$ cat src/rtl/int_dispatch.sv
// int_dispatch: services the 8-source interrupt controller over its Wishbone
// register port and hands the highest-priority pending source to the CPU.
//
// Ports:
//   clk, rst         : clock, asynchronous active-high reset
//   irq_i            : controller int request (only looked at while idle)
//   irq_ack_o        : one-cycle pulse to the controller ins_ack
//   o_wb_cyc/adr/we  : Wishbone master strobes (adr 0 = status, 1 = IE)
//   o_wb_dat         : write data (status with the serviced bit cleared)
//   i_wb_rdt/i_wb_ack: read data and slave acknowledge
//   cpu_irq_o        : vector valid, held until cpu_ack_i
//   cpu_vec_o        : serviced source index, 0 = int1
//   cpu_ack_i        : CPU accepted the vector
//   busy_o           : sequence in progress
//   err_o            : sticky bus-timeout flag
module int_dispatch #(
    parameter int NSRC       = 8,
    parameter int VW         = 3,
    parameter int WB_TIMEOUT = 16
) (
    input  logic            clk,
    input  logic            rst,
    input  logic            irq_i,
    output logic            irq_ack_o,
    output logic            o_wb_cyc,
    output logic            o_wb_adr,
    output logic            o_wb_we,
    output logic [NSRC-1:0] o_wb_dat,
    input  logic [NSRC-1:0] i_wb_rdt,
    input  logic            i_wb_ack,
    output logic            cpu_irq_o,
    output logic [VW-1:0]   cpu_vec_o,
    input  logic            cpu_ack_i,
    output logic            busy_o,
    output logic            err_o
);

    localparam int TW = $clog2(WB_TIMEOUT + 1);

    typedef enum logic [3:0] {
        IDLE,
        RD_ST,
        GAP1,
        RD_IE,
        GAP2,
        PICK,
        WR_ST,
        ACKI,
        PRESENT
    } state_t;

    state_t          state;
    state_t          state_n;
    logic [NSRC-1:0] st;
    logic [NSRC-1:0] ie;
    logic [NSRC-1:0] pend;
    logic [NSRC-1:0] wr_dat;
    logic [VW-1:0]   pick_idx;
    logic [TW-1:0]   tcnt;
    logic            tmo;

    assign pend = st & ie;

    // Lowest set bit wins: scan downwards so the last hit is the lowest.
    always_comb begin
        pick_idx = '0;
        for (int i = NSRC - 1; i >= 0; i--) begin
            if (pend[i]) begin
                pick_idx = VW'(i);
            end
        end
    end

    assign wr_dat = st & ~(NSRC'(1) << pick_idx);

    // Fires on the WB_TIMEOUT-th consecutive cyc cycle without ack.
    assign tmo = o_wb_cyc && !i_wb_ack &&
                 (tcnt == TW'(WB_TIMEOUT - 1));

    always_comb begin
        state_n = state;
        unique case (state)
            IDLE:    if (irq_i) state_n = RD_ST;
            RD_ST: begin
                if (tmo)           state_n = IDLE;
                else if (i_wb_ack) state_n = GAP1;
            end
            GAP1:    state_n = RD_IE;
            RD_IE: begin
                if (tmo)           state_n = IDLE;
                else if (i_wb_ack) state_n = GAP2;
            end
            GAP2:    state_n = PICK;
            PICK:    state_n = (pend == '0) ? IDLE : WR_ST;
            WR_ST: begin
                if (tmo)           state_n = IDLE;
                else if (i_wb_ack) state_n = ACKI;
            end
            ACKI:    state_n = PRESENT;
            PRESENT: if (cpu_ack_i) state_n = RD_ST;
            default: state_n = IDLE;
        endcase
    end

    // Outputs are registered from the next state so they line up with it.
    always_ff @(posedge clk or posedge rst) begin
        if (rst) begin
            state     <= IDLE;
            st        <= '0;
            ie        <= '0;
            tcnt      <= '0;
            irq_ack_o <= 1'b0;
            o_wb_cyc  <= 1'b0;
            o_wb_adr  <= 1'b0;
            o_wb_we   <= 1'b0;
            o_wb_dat  <= '0;
            cpu_irq_o <= 1'b0;
            cpu_vec_o <= '0;
            busy_o    <= 1'b0;
            err_o     <= 1'b0;
        end else begin
            state    <= state_n;
            o_wb_cyc <= (state_n == RD_ST) || (state_n == RD_IE) ||
                        (state_n == WR_ST);
            o_wb_adr <= (state_n == RD_IE);
            o_wb_we  <= (state_n == WR_ST);
            busy_o   <= (state_n != IDLE);
            cpu_irq_o <= (state_n == PRESENT);
            // The drained/spurious ack is issued during PICK itself so
            // the controller can drop int before IDLE samples it again.
            irq_ack_o <= (state_n == ACKI) ||
                         ((state == GAP2) && (pend == '0));
            err_o    <= err_o | tmo;

            if (o_wb_cyc && !i_wb_ack && !tmo) begin
                tcnt <= tcnt + 1'b1;
            end else begin
                tcnt <= '0;
            end

            if ((state == RD_ST) && i_wb_ack) begin
                st <= i_wb_rdt;
            end
            if ((state == RD_IE) && i_wb_ack) begin
                ie <= i_wb_rdt;
            end

            if ((state == PICK) && (pend != '0)) begin
                cpu_vec_o <= pick_idx;
                o_wb_dat  <= wr_dat;
            end else if (state_n != WR_ST) begin
                o_wb_dat  <= '0;
            end
        end
    end

endmodule

$ cat config.mk
export PLATFORM = sky130hd
export DESIGN_NAME = int_dispatch
export DESIGN_NICKNAME = d
export VERILOG_FILES = /design/src/rtl/int_dispatch.sv
export SDC_FILE = /design/constraint.sdc
export NUM_CORES = 1
export LEC_CHECK = 0
export ABC_AREA = 1
export BUFFER_PORTS_ARGS = -buffer_cell sky130_fd_sc_hd__buf_4
export CAP_MARGIN = 10
export CORE_MARGIN = 4
export CORE_UTILIZATION = 45
export DETAILED_ROUTE_END_ITERATION = 16
export GPL_TIMING_DRIVEN = 0
export PLACE_DENSITY = 0.66
export REMOVE_ABC_BUFFERS = 1
export SYNTH_ARGS = -nofsm -noshare
export SYNTH_HDL_FRONTEND = slang
export SYNTH_SLANG_ARGS = --single-unit
$ cat constraint.sdc
create_clock -name clk -period 3.7 [get_ports clk]
set_input_delay 0.37 -clock clk [delete_from_list [all_inputs] [get_ports clk]]
set_output_delay 0.37 -clock clk [all_outputs]
set_load 0.05 [all_outputs]
# ---- After elaboration in Yosys (flattened, before gate mapping)
# Index checks and enable logic that the tools add are counted.
dict set report classes {
  n_bitwise 4
  add_sub_neg 1
  eq_ne 15
  n_reduce_logical 17
  mux 21
  shifts 1
}
# operator count
set ops {}
lappend ops {{case mux 4 bit (9 select lines)} 1}
lappend ops {{2-to-1 mux 4 bit} 8}
lappend ops {{2-to-1 mux 3 bit} 9}
lappend ops {{equality test 4 x 3 -> 1 bit (second input constant)} 6}
lappend ops {{bitwise AND 8 bit} 2}
lappend ops {{2-to-1 mux 8 bit} 2}
lappend ops {{equality test 4 x 2 -> 1 bit (second input constant)} 3}
lappend ops {{equality test 4 x 1 -> 1 bit (second input constant)} 2}
lappend ops {{equality test 4 bit (second input constant)} 2}
lappend ops {{zero test 8 bit} 1}
lappend ops {{NOT 8 bit} 1}
lappend ops {{nonzero test 8 bit} 1}
lappend ops {{<< shifter 1 x 3 -> 8 bit (first input constant)} 1}
lappend ops {{logical AND 1 bit} 7}
lappend ops {{adder 5 x 1 -> 5 bit (second input constant)} 1}
lappend ops {{equality test 5 x 4 -> 1 bit (second input constant)} 1}
lappend ops {{2-to-1 mux 5 bit} 1}
lappend ops {{zero test 4 bit} 1}
lappend ops {{!= test 4 x 3 -> 1 bit (second input constant)} 1}
lappend ops {{nonzero test 4 bit} 1}
lappend ops {{logical OR 1 bit} 3}
lappend ops {{zero test 1 bit} 2}
lappend ops {{nonzero test 2 bit} 1}
lappend ops {{OR 1 bit} 1}
dict set report word_totals {
  elab_cells 72
  input_bits 13
  out_inout_bits 18
  reg_bits 43
}

# ---- Logic depth before layout (Yosys ltp)
dict set report depth {
  ltp_word 13
  mapped_depth 13
  mapped_depth_nobuf 13
}

# ---- Worst setup path after synthesis
# Ideal clock, no wire load.
dict set report synth_timing {
  path_kind {reg-to-reg}
  from {register tcnt[0]}
  to {register o_wb_dat[2]}
  period_less_slack_ps 1654
  t_required_ps 3635
  path_buffers 0
  stages_incl_launch_ff 14
  path_slack_ps 2046
  arrival_time_ps 1589
  cell_sequence {dfrtp_1 > ha_1 > nand2_1 > nor2_1 > ha_1 > nand3_2 > o21ai_1 > inv_2 > nand2_1 > nand3_2 > nand3_4 > nor2_4 > nand2_1 > nand2_1}
}
dict set report synth_via {
  elab_chain_len 6
}
# element line
set synth_lines {}
lappend synth_lines {{start: declaration} 59} ;# logic [TW-1:0] tcnt;
lappend synth_lines {{start signal: assignment} 136} ;# tcnt <= tcnt + 1'b1;
lappend synth_lines {{equality test 5 x 4 -> 1 bit *} 78} ;# (tcnt == TW'(WB_TIMEOUT - 1));
lappend synth_lines {{logical AND 1 bit *} 77} ;# assign tmo = o_wb_cyc && !i_wb_ack &&
lappend synth_lines {{2-to-1 mux 4 bit (on tied branches)} {96, 85, 90}}
lappend synth_lines {{case mux 4 bit (9 select lines) *} 82} ;# unique case (state)
lappend synth_lines {{net state_n[2]} 53} ;# state_t state_n;
lappend synth_lines {{!= test 4 x 3 -> 1 bit *} 151} ;# end else if (state_n != WR_ST) begin
lappend synth_lines {{nonzero test 2 bit (no line) *} n/a}
lappend synth_lines {{end signal: assignment} 150} ;# o_wb_dat <= wr_dat;
lappend synth_lines {{end: declaration} 28} ;# output logic [NSRC-1:0] o_wb_dat,
# The timed path passes the listed nets; every way through them passes the cells marked *.
# A chain may end at the register's enable or synchronous reset.

# ---- Worst setup path in the final report
dict set report layout_timing {
  from {register tcnt[0]}
  to {register o_wb_dat[4]}
}
# Same word-level chain as after synthesis.

==> summary.md <==
* **outcome** finished clean
* **critical path endpoint category** flip-flop
* **Worst EP arrival** 2130 ps
* **PostCTS Resize Cnt** 0
* **library cell contributing the largest single delay on the critical path** sky130_fd_sc_hd__dfrtp_1
* **Post-CTS Setup Repair Bufs** 0
* **core box area** 0.00414 mm²
* **clock tree from TritonCTS** yes
* **relative contribution of sequential cells to total power** 39.6%
* **worst relative slew slack** 41.7%
* **number of buffers created by CTS** 5
* **global-route wire length before repair** 6620 µm
* **CP startpoint kind** flip-flop
* **max-slew violation count** 0
* **number of hold violations in the final report** 0
* **maximum achievable frequency** 526 MHz
* **Layout Cell Area excl Fill** 0.00238 mm²
* **via count** 1593
* **final worst clock skew** 5.56 ps
* **area overhead of the layout relative to synthesis** 18.7%
* **initial antenna violation count** 0
* **IR drop worst, VDD** 0.429 mV
* **routed length per instance** 12.0 µm
* **number of synthesis warnings** 0
* **total power density per cell area** 759 mW/mm²
* **Hold WC Path Type** in2async
* **Clock H-tree levels** 2
* **Switch Pwr** 792 µW
* **number of maximum-capacitance constraint violations** 0
* **total of buffers placed on input and output ports** 30
* **top-level I/O count** 31
* **top cell family by delay on the critical path** simple AND/OR/NAND/NOR gates
* **RSZ-0062 raised after global routing** no
* **via count of the first global-routing pass** 1494
* **buffer type at the clock tree root** sky130_fd_sc_hd__clkbuf_8
* **syn_area_per_cell** 8.31 µm²
* **number of buffers and inverters on the critical path** 1
* **final number of setup-violating endpoints** 0
* **crit path cell chain** ha_1 > nand2_1 > nor2_1 > ha_1 > nand3_2 > o21ai_1 > inv_2 > nand2_1 > nand3_2 > nand3_4 > nor2_4 > nand2_1 > nand2_1
* **switching fraction of total power** 43.9%
* **overall die height** 74.7 µm
* **die width** 74.7 µm
* **total detailed-routing wirelength** 3900 µm
* **placer's final routability congestion estimate** 0.775
* **maximum fanout count along the critical path** 8
* **post-synthesis cell type with the largest combined area** sky130_fd_sc_hd__dfrtp_1
* **starting density of the core** 48.3%
* **number of instances in the synthesized netlist** 241
* **top library cells by usage in the layout, fill and taps aside** sky130_fd_sc_hd__nand2_1 (76), sky130_fd_sc_hd__dfrtp_1 (43), sky130_fd_sc_hd__buf_4 (30)
* **count of cell types in the netlist** 23
* **clock buffer depth** 2
* **portion of total power attributed to combinational logic** 42.7%
* **Clock Latency Late Sink** 290 ps
* **proportion of netlist area held by the largest area contributor** 53.8%
* **Crit path top cell by count** sky130_fd_sc_hd__nand2_1
* **Die Outline Area** 0.00558 mm²
* **commonest non-fill, non-tap cell in the layout** sky130_fd_sc_hd__nand2_1
* **share of power burned in the clock network** 17.7%
* **total half-perimeter wirelength after legalization and detailed placement** 2860 µm
* **cell area after synthesis** 0.00200 mm²
* **share of post-route cells with drive strength above 1** 20.7%
* **Worst path max stage delay** 400 ps
* **post-route fraction of the period consumed by the critical path** 51.3%
* **TritonCTS sink count** 43
* **Placement Rows** 23
* **antenna cell count** 0
* **Overflow after GRT** 0
* **final-layout worst hold slack** 262 ps
* **start-to-end type of the worst setup path** reg2reg
* **number of cells in the design after placement** 318
* **portion of the post-synthesis area used by sequential elements** 53.8%
* **total iterations of the first detailed-routing run** 4
* **post-layout power** 1800 µW
* **Fin Setup TNS** 0 ps
* **register clock-pin slew on the reported worst setup and hold paths** 80 ps
* **data required time at the worst endpoint** 3930 ps
* **remaining design rule violation count** 0
* **number of buffers added to fix hold violations after cts** 0
* **count of state elements after synthesis** 43
* **Overall Global Routing Usage** 16.0%
* **Cell Int Power** 1010 µW
* **instance area at placement** 0.00228 mm²
* **residual antenna-violating net count after detailed routing** 0
* **DR vias/cell** 4.89
* **Final min period** 1900 ps
* **final std cells w/o fill** 326
* **Layout Nets** 290
* **largest net degree at the start of global routing** 44
* **leakage** 0.00130 µW
* **largest cells by area after synthesis** sky130_fd_sc_hd__dfrtp_1 (54%), sky130_fd_sc_hd__nand2_1 (14%), sky130_fd_sc_hd__inv_1 (5.4%)
* **Tightest Pin Transition** 873 ps
* **first-iteration detailed-routing DRC count** 117
==> layout make-up <==
cell class                      count  area [µm²]
Clock buffer                        8         100
Inverter                           35         131
Tap cell                           50        62.6
Multi-Input combinational cell    160         781
Sequential cell                    43        1080
Timing Repair Buffer               30         225
Fill cell                         415        1770
==> synth_stat cells <==
master and n:
sky130_fd_sc_hd__nand3b_1 1, sky130_fd_sc_hd__nor2_1 19, sky130_fd_sc_hd__nand3_1 17, sky130_fd_sc_hd__nor3b_1 1
sky130_fd_sc_hd__nand2_1 76, sky130_fd_sc_hd__dfrtp_1 43, sky130_fd_sc_hd__nand2_2 3, sky130_fd_sc_hd__nor2_4 2
sky130_fd_sc_hd__clkbuf_1 1, sky130_fd_sc_hd__ha_1 2, sky130_fd_sc_hd__inv_2 6, sky130_fd_sc_hd__buf_2 2
sky130_fd_sc_hd__inv_1 29, sky130_fd_sc_hd__nand4_1 4, sky130_fd_sc_hd__nor2_2 1, sky130_fd_sc_hd__a21oi_1 2
sky130_fd_sc_hd__nand3_4 2, sky130_fd_sc_hd__o21ai_0 20, sky130_fd_sc_hd__o21ai_1 1, sky130_fd_sc_hd__o22ai_1 3
sky130_fd_sc_hd__nand3_2 3, sky130_fd_sc_hd__nor3_2 2, sky130_fd_sc_hd__o21a_1 1
==> stage by stage <==
stage                     worst slack (ps)  utilization [%]
after global routing                  1610             57.3
after global placement                1750             54.9
after detailed placement              1810             54.9
after CTS                             1790             57.3
after floorplan                       2050                -
final                                 1800             57.3
==> per-layer routing <==
layer | part of all wire (%) | GRT usage (%) | wire length, µm | vias to the layer above
met4 | 1.7 | 5.93 | 68 | 0
met2 | 42 | 23.6 | 1660 | 36
li1 | - | - | - | 833
met3 | 7.0 | 5.61 | 272 | 6
met1 | 49 | 21.7 | 1910 | 718
met5 | 0 | 0 | 0 | -
==> worst reg2reg max path: stages, from the launching register on <==
cell and delay [ps]:
sky130_fd_sc_hd__dfrtp_1 400, sky130_fd_sc_hd__ha_1 210, sky130_fd_sc_hd__nand2_1 80, sky130_fd_sc_hd__nor2_1 40
sky130_fd_sc_hd__ha_1 200, sky130_fd_sc_hd__nand3_2 120, sky130_fd_sc_hd__o21ai_1 90, sky130_fd_sc_hd__inv_2 60
sky130_fd_sc_hd__nand2_1 50, sky130_fd_sc_hd__nand3_2 120, sky130_fd_sc_hd__nand3_4 110, sky130_fd_sc_hd__nor2_4 220
sky130_fd_sc_hd__nand2_1 90, sky130_fd_sc_hd__nand2_1 60
==> state kept, by name, summed over array words and instances (netlist names), 3 cells and up <==
name       flops
cpu_vec_o      3
ie             8
o_wb_dat       8
st             8
state          4
tcnt           5
==> power by group through the flow <==
stage	Clock (µW)	Sequential (µW)	Combinational, µW
finish	320	715	770
global route	352	732	868
CTS	329	713	776
detailed placement	0	721	774
global placement	0	718	759
floorplan	0	828	464
==> final timing paths <==
| path | startpoint | end | slack (ps) | cells past startpoint |
|---|---|---|---|---|
| min reg2reg | tcnt[0] | tcnt[0] | 460 | 1 |
| max | tcnt[0] | o_wb_dat[4] | 1800 | 13 |
| min in group clk | cpu_ack_i | cpu_irq_o | 280 | 2 |
| max reg2reg | tcnt[0] | o_wb_dat[4] | 1800 | 13 |
| min | rst | o_wb_dat[1] | 260 | 2 |
| max in group asynchronous | rst | o_wb_we | 2890 | 2 |
==> cells by family after synthesis <==
group	after synthesis	share of synthesized area, %
adders and majority gates	2	1.25
and+or+nand+nor	131	30.7
buffers and inverters	38	7.25
AOI/OAI and AO/OA	27	7.06
DFF	43	53.7
Power figures use the tool's default switching activity.
